`src/rtl/data_compare_pkg.sv`:
```
// Shared result codes and FSM encoding for the sliced magnitude comparator.
// Latency: n/a (types and constants only).
// Backpressure: n/a.
package data_compare_pkg;

  // Result codes, one-hot {gt,eq,lt}; all-zero means no decision made yet
  localparam logic [2:0] CMP_GT   = 3'b100;
  localparam logic [2:0] CMP_EQ   = 3'b010;
  localparam logic [2:0] CMP_LT   = 3'b001;
  localparam logic [2:0] CMP_NONE = 3'b000;

  // Controller states
  typedef enum logic [1:0] {
    IDLE = 2'd0,
    CMP  = 2'd1,
    DONE = 2'd2
  } state_t;

  // Build a result code from separate greater/less flags (neither set = equal)
  function automatic logic [2:0] cmpCode(input logic gt, input logic lt);
    logic [2:0] code;
    code = CMP_EQ;
    if (gt) begin
      code = CMP_GT;
    end else if (lt) begin
      code = CMP_LT;
    end
    return code;
  endfunction

endpackage

```
`src/rtl/data_compare_chunk.sv`:
```
// Combinational CHUNK-bit compare of one operand slice, optionally two's-complement.
// Latency: zero cycles (pure combinational).
// Backpressure: none; output follows inputs.
module data_compare_chunk
  import data_compare_pkg::*;
#(
  parameter int CHUNK = 8
) (
  input  logic [CHUNK-1:0] a,
  input  logic [CHUNK-1:0] b,
  input  logic             isSigned,
  output logic [2:0]       code
);

  logic gt;
  logic lt;

  // Signed compare only for the top slice of a signed operation; lower slices are plain magnitude
  always_comb begin
    gt = 1'b0;
    lt = 1'b0;
    if (isSigned) begin
      gt = $signed(a) > $signed(b);
      lt = $signed(a) < $signed(b);
    end else begin
      gt = a > b;
      lt = a < b;
    end
    code = cmpCode(gt, lt);
  end

endmodule

```
`src/rtl/data_compare_seq.sv`:
```
// Multi-cycle wide magnitude comparator: one CHUNK slice per clock, MSB slice first, early exit on first difference.
// Latency: oDone pulses k edges after the accepting edge, k = slices examined (1..WIDTH/CHUNK).
// Backpressure: iStart is ignored while busy; result holds until the next decision. Signed top slice under DATA_COMPARE_SIGNED_EN.
module data_compare_seq
  import data_compare_pkg::*;
#(
  parameter int WIDTH = 32,
  parameter int CHUNK = 8
) (
  input  logic                             iClk,
  input  logic                             iRst,
  input  logic                             iStart,
`ifdef DATA_COMPARE_SIGNED_EN
  input  logic                             iSigned,
`endif
  input  logic [WIDTH-1:0]                 iData_a,
  input  logic [WIDTH-1:0]                 iData_b,
  output logic                             oBusy,
  output logic                             oDone,
  output logic [2:0]                       oData,
  output logic [$clog2(WIDTH/CHUNK):0]     oCycles
);

  localparam int N  = WIDTH / CHUNK;
  localparam int IW = (N > 1) ? $clog2(N) : 1;
  localparam int CW = $clog2(N) + 1;

  // Operands must split into a whole number of slices
  generate
    if ((CHUNK < 1) || (N < 1) || ((WIDTH % CHUNK) != 0)) begin : gBadParams
      $error("data_compare_seq: WIDTH must be a non-zero multiple of CHUNK");
    end
  endgenerate

  state_t           state;
  logic [WIDTH-1:0] opA;
  logic [WIDTH-1:0] opB;
  logic [IW-1:0]    idx;
  logic [CW-1:0]    cnt;
  logic             sgnLat;
  logic             startSigned;
  logic             topSlice;
  logic             lastSlice;
  logic             decide;
  logic [2:0]       sliceCode;

`ifdef DATA_COMPARE_SIGNED_EN
  assign startSigned = iSigned;
`else
  assign startSigned = 1'b0;
`endif

  // The latched operands are shifted left after each equal slice, so the slice
  // under test is always the top CHUNK bits; idx tracks which original slice that is.
  assign topSlice  = (idx == IW'(N - 1));
  assign lastSlice = (idx == '0);

  data_compare_chunk #(
    .CHUNK(CHUNK)
  ) uChunk (
    .a        (opA[WIDTH-1 -: CHUNK]),
    .b        (opB[WIDTH-1 -: CHUNK]),
    .isSigned (sgnLat & topSlice),
    .code     (sliceCode)
  );

  // A slice that differs settles the result; reaching slice 0 still equal means the operands match
  assign decide = (sliceCode != CMP_EQ) || lastSlice;

  // Controller: accept in IDLE/DONE, walk slices in CMP, pulse oDone and hold result in DONE
  always_ff @(posedge iClk or posedge iRst) begin
    if (iRst) begin
      state   <= IDLE;
      opA     <= '0;
      opB     <= '0;
      idx     <= '0;
      cnt     <= '0;
      sgnLat  <= 1'b0;
      oBusy   <= 1'b0;
      oDone   <= 1'b0;
      oData   <= CMP_NONE;
      oCycles <= '0;
    end else begin
      oDone <= 1'b0;
      case (state)
        IDLE, DONE: begin
          if (iStart) begin
            opA    <= iData_a;
            opB    <= iData_b;
            sgnLat <= startSigned;
            idx    <= IW'(N - 1);
            cnt    <= '0;
            oBusy  <= 1'b1;
            state  <= CMP;
          end else begin
            state <= IDLE;
          end
        end
        CMP: begin
          if (decide) begin
            oData   <= sliceCode;
            oCycles <= cnt + CW'(1);
            oDone   <= 1'b1;
            oBusy   <= 1'b0;
            state   <= DONE;
          end else begin
            opA <= opA << CHUNK;
            opB <= opB << CHUNK;
            idx <= idx - IW'(1);
            cnt <= cnt + CW'(1);
          end
        end
        default: begin
          oBusy <= 1'b0;
          state <= IDLE;
        end
      endcase
    end
  end

endmodule

```
`config.mk`:
```
export PLATFORM = sky130hd
export DESIGN_NAME = data_compare_seq
export DESIGN_NICKNAME = d
export VERILOG_FILES = /design/src/rtl/data_compare_pkg.sv /design/src/rtl/data_compare_chunk.sv /design/src/rtl/data_compare_seq.sv
export SDC_FILE = /design/constraint.sdc
export NUM_CORES = 1
export LEC_CHECK = 0
export CAP_MARGIN = 0
export CORE_AREA = 2 2 104 81
export CTS_CLUSTER_SIZE = 14
export DETAILED_ROUTE_END_ITERATION = 12
export DIE_AREA = 0 0 106 83
export PLACE_DENSITY = 0.83
export SLEW_MARGIN = 20
export SYNTH_ARGS = -nofsm -noshare
export SYNTH_HDL_FRONTEND = slang
export SYNTH_SLANG_ARGS = --single-unit
```
`constraint.sdc`:
```
create_clock -name iClk -period 2.5 [get_ports iClk]
set_clock_uncertainty 0.15 [all_clocks]
set_input_delay 0.25 -clock iClk [delete_from_list [all_inputs] [get_ports iClk]]
set_output_delay 0.25 -clock iClk [all_outputs]
set_load 0.01 [all_outputs]
```
## Yosys cells after proc, flatten, opt, wreduce, memory -nomap -nowiden

Cells that the tools add are included.

- Register bits after elaboration: 79
- Bits in latches: 0
- Bits in writable memories: 0
- ROM bits: 0
- Input bits: 67
- Logic and storage cells: 49
- Memories kept: 0

- Add/sub/neg operators: 2
- Multiply operators: 0
- Div/mod/pow operators: 0
- Order comparisons: 2
- Equality and inequality tests: 6
- Shift-type cells: 0
- Multiplexer cells: 22
- Bitwise logic cells: 0
- Reductions and logical operators: 8

Operators with widths:

| kind | count |
|---|---|
| $mux W32 | 4 |
| $pmux W32 S2 | 2 |
| $mux W3 | 3 |
| $gt A8 B8 Y1 | 1 |
| $lt A8 B8 Y1 | 1 |
| $mux W2 | 4 |
| $pmux W2 S2 | 2 |
| $ne A2 B2 Y1 const B | 3 |
| $pmux W3 S2 | 1 |
| $mux W1 | 5 |
| $logic_not A2 Y1 | 2 |
| $reduce_and A2 Y1 | 2 |
| $add A3 B1 Y3 const B | 1 |
| $ne A3 B2 Y1 const B | 1 |
| $reduce_and A3 Y1 | 1 |
| $eq A2 B1 Y1 const B | 1 |
| $eq A2 B2 Y1 const B | 1 |
| $pmux W1 S2 | 1 |
| $reduce_bool A2 Y1 | 1 |
| $reduce_or A2 Y1 | 1 |
| $sub A2 B1 Y2 const B | 1 |
| $logic_or A1 B1 Y1 | 1 |

## Logic depth before layout (Yosys ltp)

- Depth after elaboration: 7
- Depth in mapped cells: 9
- Gate-level depth less buffers: 7

## By module

A second synthesis with hierarchy kept.

- Cells, all modules: 379
- Area total of the unflattened synthesis: 3832.4 um^2

By module, submodules not included:

| module | times used | cells an instance | area an instance (um^2) |
|---|---|---|---|
| data_compare_seq | 1 | 345 | 3587.2 |
| data_compare_chunk | 1 | 34 | 245.2 |

## Worst setup path before layout

OpenSTA, ideal clock, no wires.

- Path kind: register to register
- Start point: register opA[31]
- End point: register opA[22]
- Library setup time: 0.126 ns
- Arrival: 1.968 ns
- Data required time: 2.224 ns
- Path slack: 0.256 ns
- Stages on the path, launching flop included: 9
- Buffers on the path: 2
- Path through: dfrtp_1 > ha_1 > nand4_1 > or3_4 > a311o_1 > buf_2 > buf_6 > o22ai_1 > a21oi_1

- Longest elaborated chain between the ends: 7

RTL lines:

| what | line | text |
|---|---|---|
| start: declaration | data_compare_seq.sv:36 | `logic [WIDTH-1:0] opA;` |
| start signal: assignment | data_compare_seq.sv:88 | `opA <= iData_a;` |
| start signal: assignment | data_compare_seq.sv:107 | `opA <= opA << CHUNK;` |
| $lt A8 B8 Y1 | data_compare_chunk.sv:27 | `lt = a < b;` |
| $mux W2 | data_compare_pkg.sv:25 | `end else if (lt) begin` |
| $mux W3 * | data_compare_pkg.sv:23 | `if (gt) begin` |
| $ne A3 B2 Y1 * | data_compare_seq.sv:68 | `assign decide = (sliceCode != CMP_EQ) \|\| lastSlice;` |
| $logic_or A1 B1 Y1 * | data_compare_seq.sv:68 |  |
| $ne A2 B2 Y1 (no line) * | -- |  |
| $reduce_and A3 Y1 (no line) * | -- |  |

Every way passes the cells marked *; elsewhere a longest branch is shown, timed or not.
A chain may end at the register's enable or synchronous reset.

## Final worst setup path

- Start point: register opA[31]
- End point: register opA[30]

Same word-level chain as after synthesis.

==> flow_summary.json <==
{
  "area_growth_pct": 32.7,
  "clkLatencyLatePin_ns": 0.36,
  "cp_cell_sequence": "ha_1 -> nand4_1 -> or3_4 -> a311o_2 -> buf_12 -> o22ai_1 -> a21oi_1",
  "grt_overflow": 0,
  "max_cap_viol_count": 0,
  "vias": 3058,
  "clock_path_buffers": 2,
  "crit_buf_inv": 1,
  "drive_above_1_share_pct": 10.6,
  "yosys.area.top_type": "dfrtp_1",
  "cp_max_fo": 42,
  "setup_viol": 0,
  "rsz0062_at_grt": "true",
  "gp_congestion": 0.811,
  "synth.area.top_cells": "dfrtp_1, o22ai_1, a21oi_1",
  "min_period_over_period_pct": 98.9,
  "hold_path_class": "in -> async",
  "numPortBuffers": 74,
  "cts.sinks": 79,
  "intPower_uw": 2230,
  "switching_power_uw": 884,
  "fillCellCount": 613,
  "yosysTopAreaCellShare_pct": 56.2,
  "track_usage_pct": 20.8,
  "via_per_inst": 5.56,
  "path_class": "reg -> reg",
  "async_reset_ff_share_pct": 100,
  "core_um2": 7740,
  "nets": 517,
  "post-route-util_pct": 60.3,
  "slew_headroom_pct": 56.7,
  "htree_levels": 3,
  "cp-start-kind": "register",
  "path_clk_slew_ns": 0.08,
  "cp.arrival_ns": 2.56,
  "fp-row-count": 28,
  "cts_buffers": 9,
  "cp-end-kind": "register",
  "syn_area_um2": 3520,
  "p_comb_share_pct": 19.9,
  "wl_per_cell_um": 16.1,
  "report.final.slew_viol_count": 0,
  "period_needed_ns": 2.47,
  "synth_edf_count": 0,
  "die_h_um": 83,
  "max_slew.worst_pin.slew_ns": 0.649,
  "final_cells": 550,
  "multi_input_area_um2": 1400,
  "ys_ff_latch": 79,
  "max_freq_mhz": 404,
  "cp_slowest_cell": "a311o_2",
  "ys_types": 32,
  "start_util_pct": 45.4,
  "yosysSeqAreaShare_pct": 56.2,
  "fin_setup_tns_ns": 0,
  "synth_flop_cell": "dfrtp_1",
  "synth_cells": 365,
  "seqPwrFrac_pct": 49.6,
  "p_sw_share_pct": 28.4,
  "slowest_delay_ns": 0.46,
  "drt_iter0_drc": 313,
  "grt_max_degree": 58,
  "drc_errors": 0,
  "p_clk_share_pct": 30.5,
  "syn_avg_cell_area_um2": 9.64,
  "final-hold-violation-count": 0,
  "cellPowerDensity_nw_per_um2": 668,
  "outcome": "finished clean",
  "ir_worst_vdd_mv": 0.366,
  "synth-warning-count": 0,
  "cts_hold_buf": 0,
  "antennaDiodeCount": 0,
  "drt.antenna.violating_nets": 0,
  "cts_tree": "built",
  "cts-root-buf": "clkbuf_8",
  "ff_latch_area_um2": 1980,
  "cpLargestDelayFamily": "compound AO/OA/AOI/OAI gates",
  "die-area_um2": 8800,
  "place_hpwl_mm": 5.83,
  "synth.cells.most_frequent": "dfrtp_1, o22ai_1, a21oi_1",
  "synth_fp_nets": 442,
  "leakage_uw": 0.00196,
  "antenna_found_initial": 0,
  "yosysMostFrequentCell": "dfrtp_1",
  "wl_mm": 8.88,
  "required_ns": 2.59,
  "drtPass1Iterations": 4,
  "die_x_um": 106,
  "grt_pass1_wl_mm": 14.4,
  "io_pins": 75,
  "dp.cells": 531,
  "grt_pass1_vias": 2963
}
-- flip-flops by register name (all words and copies together), names as in the netlist --
| signal | cells |
|---|---|
| opA | 32 |
| oDone | 1 |
| oData | 3 |
| state | 2 |
| oBusy | 1 |
| oCycles | 3 |
| idx | 2 |
| opB | 32 |
| cnt | 3 |
-- cells by family (layout without fill, tap and decap cells) --
family | count (synthesis) | count (layout) | share of synthesized area [%]
buffers and inverters | 38 | 118 | 5.12
adders and majority gates | 10 | 10 | 3.56
AOI/OAI and AO/OA | 136 | 136 | 22.5
muxes | 2 | 2 | 0.640
and+or+nand+nor | 100 | 100 | 12.0
DFF | 79 | 79 | 56.2
-- power by group through the flow --
stage                     sequential, uW  clock, uW  combinational, uW
after global routing                1570       1010                688
after floorplan                     1550          0                325
after global placement              1560          0                573
final                               1550        950                620
after detailed placement            1570          0                596
after CTS                           1540        958                603
-- layer usage --
layer	track usage (%)	part of all wire, %
met5	0	0
met2	33.0	48
met1	27.7	44
met3	6.20	6.2
met4	6.34	1.8
-- worst paths after layout --
check	start	endpoint	slack (ns)	cells past startpoint
min	iRst	opA[5]$_DFFE_PP0P_	0.05	2
min in group iClk	iData_b[4]	opB[4]$_DFFE_PP0P_	0.29	3
max reg2reg	opA[31]$_DFFE_PP0P_	opA[30]$_DFFE_PP0P_	0.03	7
min reg2reg	oCycles[1]$_DFFE_PP0P_	oCycles[1]$_DFFE_PP0P_	0.36	1
max	opA[31]$_DFFE_PP0P_	opA[30]$_DFFE_PP0P_	0.03	7
max in group asynchronous	iRst	idx[0]$_DFFE_PP0P_	1.57	3
-- placed cells by master (no fill, tap or decap), drive strengths merged, types with 2 or more instances in the layout --
cell and n:
clkinv 4, clkinvlp 2, nor2 44, clkbuf 9, buf 17, o21ai 22
nand3 3, nand2b 2, nor2b 6, nand2 39, clkdlybuf4s50 74, a31oi 9
dfrtp 79, mux2 2, ha 10, nand4 2, o31ai 2, inv 11
o211ai 2, a21oi 47, o22ai 48
-- repair_timing --
action,4_1_cts,5_1_grt
endpoints found under the setup margin,1,20
resized for setup,0,6
setup buffers,2,1
pin swaps,1,2
-- layout make-up --
class	instances	share of cell area (%)
repair buffers	91	19.8
inverters	11	0.911
clock inverters	7	1.55
clock buffers	9	2.65
flip-flops and latches	79	42.3
well taps	105	2.81
multi-input cells	248	29.9
-- through the flow --
| step | cell area (um^2) | power, uW | setup slack (ns) | hold slack [ns] |
|---|---|---|---|---|
| 6_report | 4670 | 3120 | 0.0275 | 0.0504 |
| 5_1_grt | 4670 | 3260 | -0.0330 | 0.0739 |
| 4_1_cts | 4630 | 3100 | 0.0339 | 0.0555 |
| 3_5_place_dp | 4420 | 2160 | 0.0137 | 0.347 |
| 3_3_place_gp | 4420 | 2130 | 0.0859 | 0.328 |
| 2_1_floorplan | 3520 | 1880 | 0.0766 | 0.217 |
Note: power is estimated with default switching activity, not from simulation.
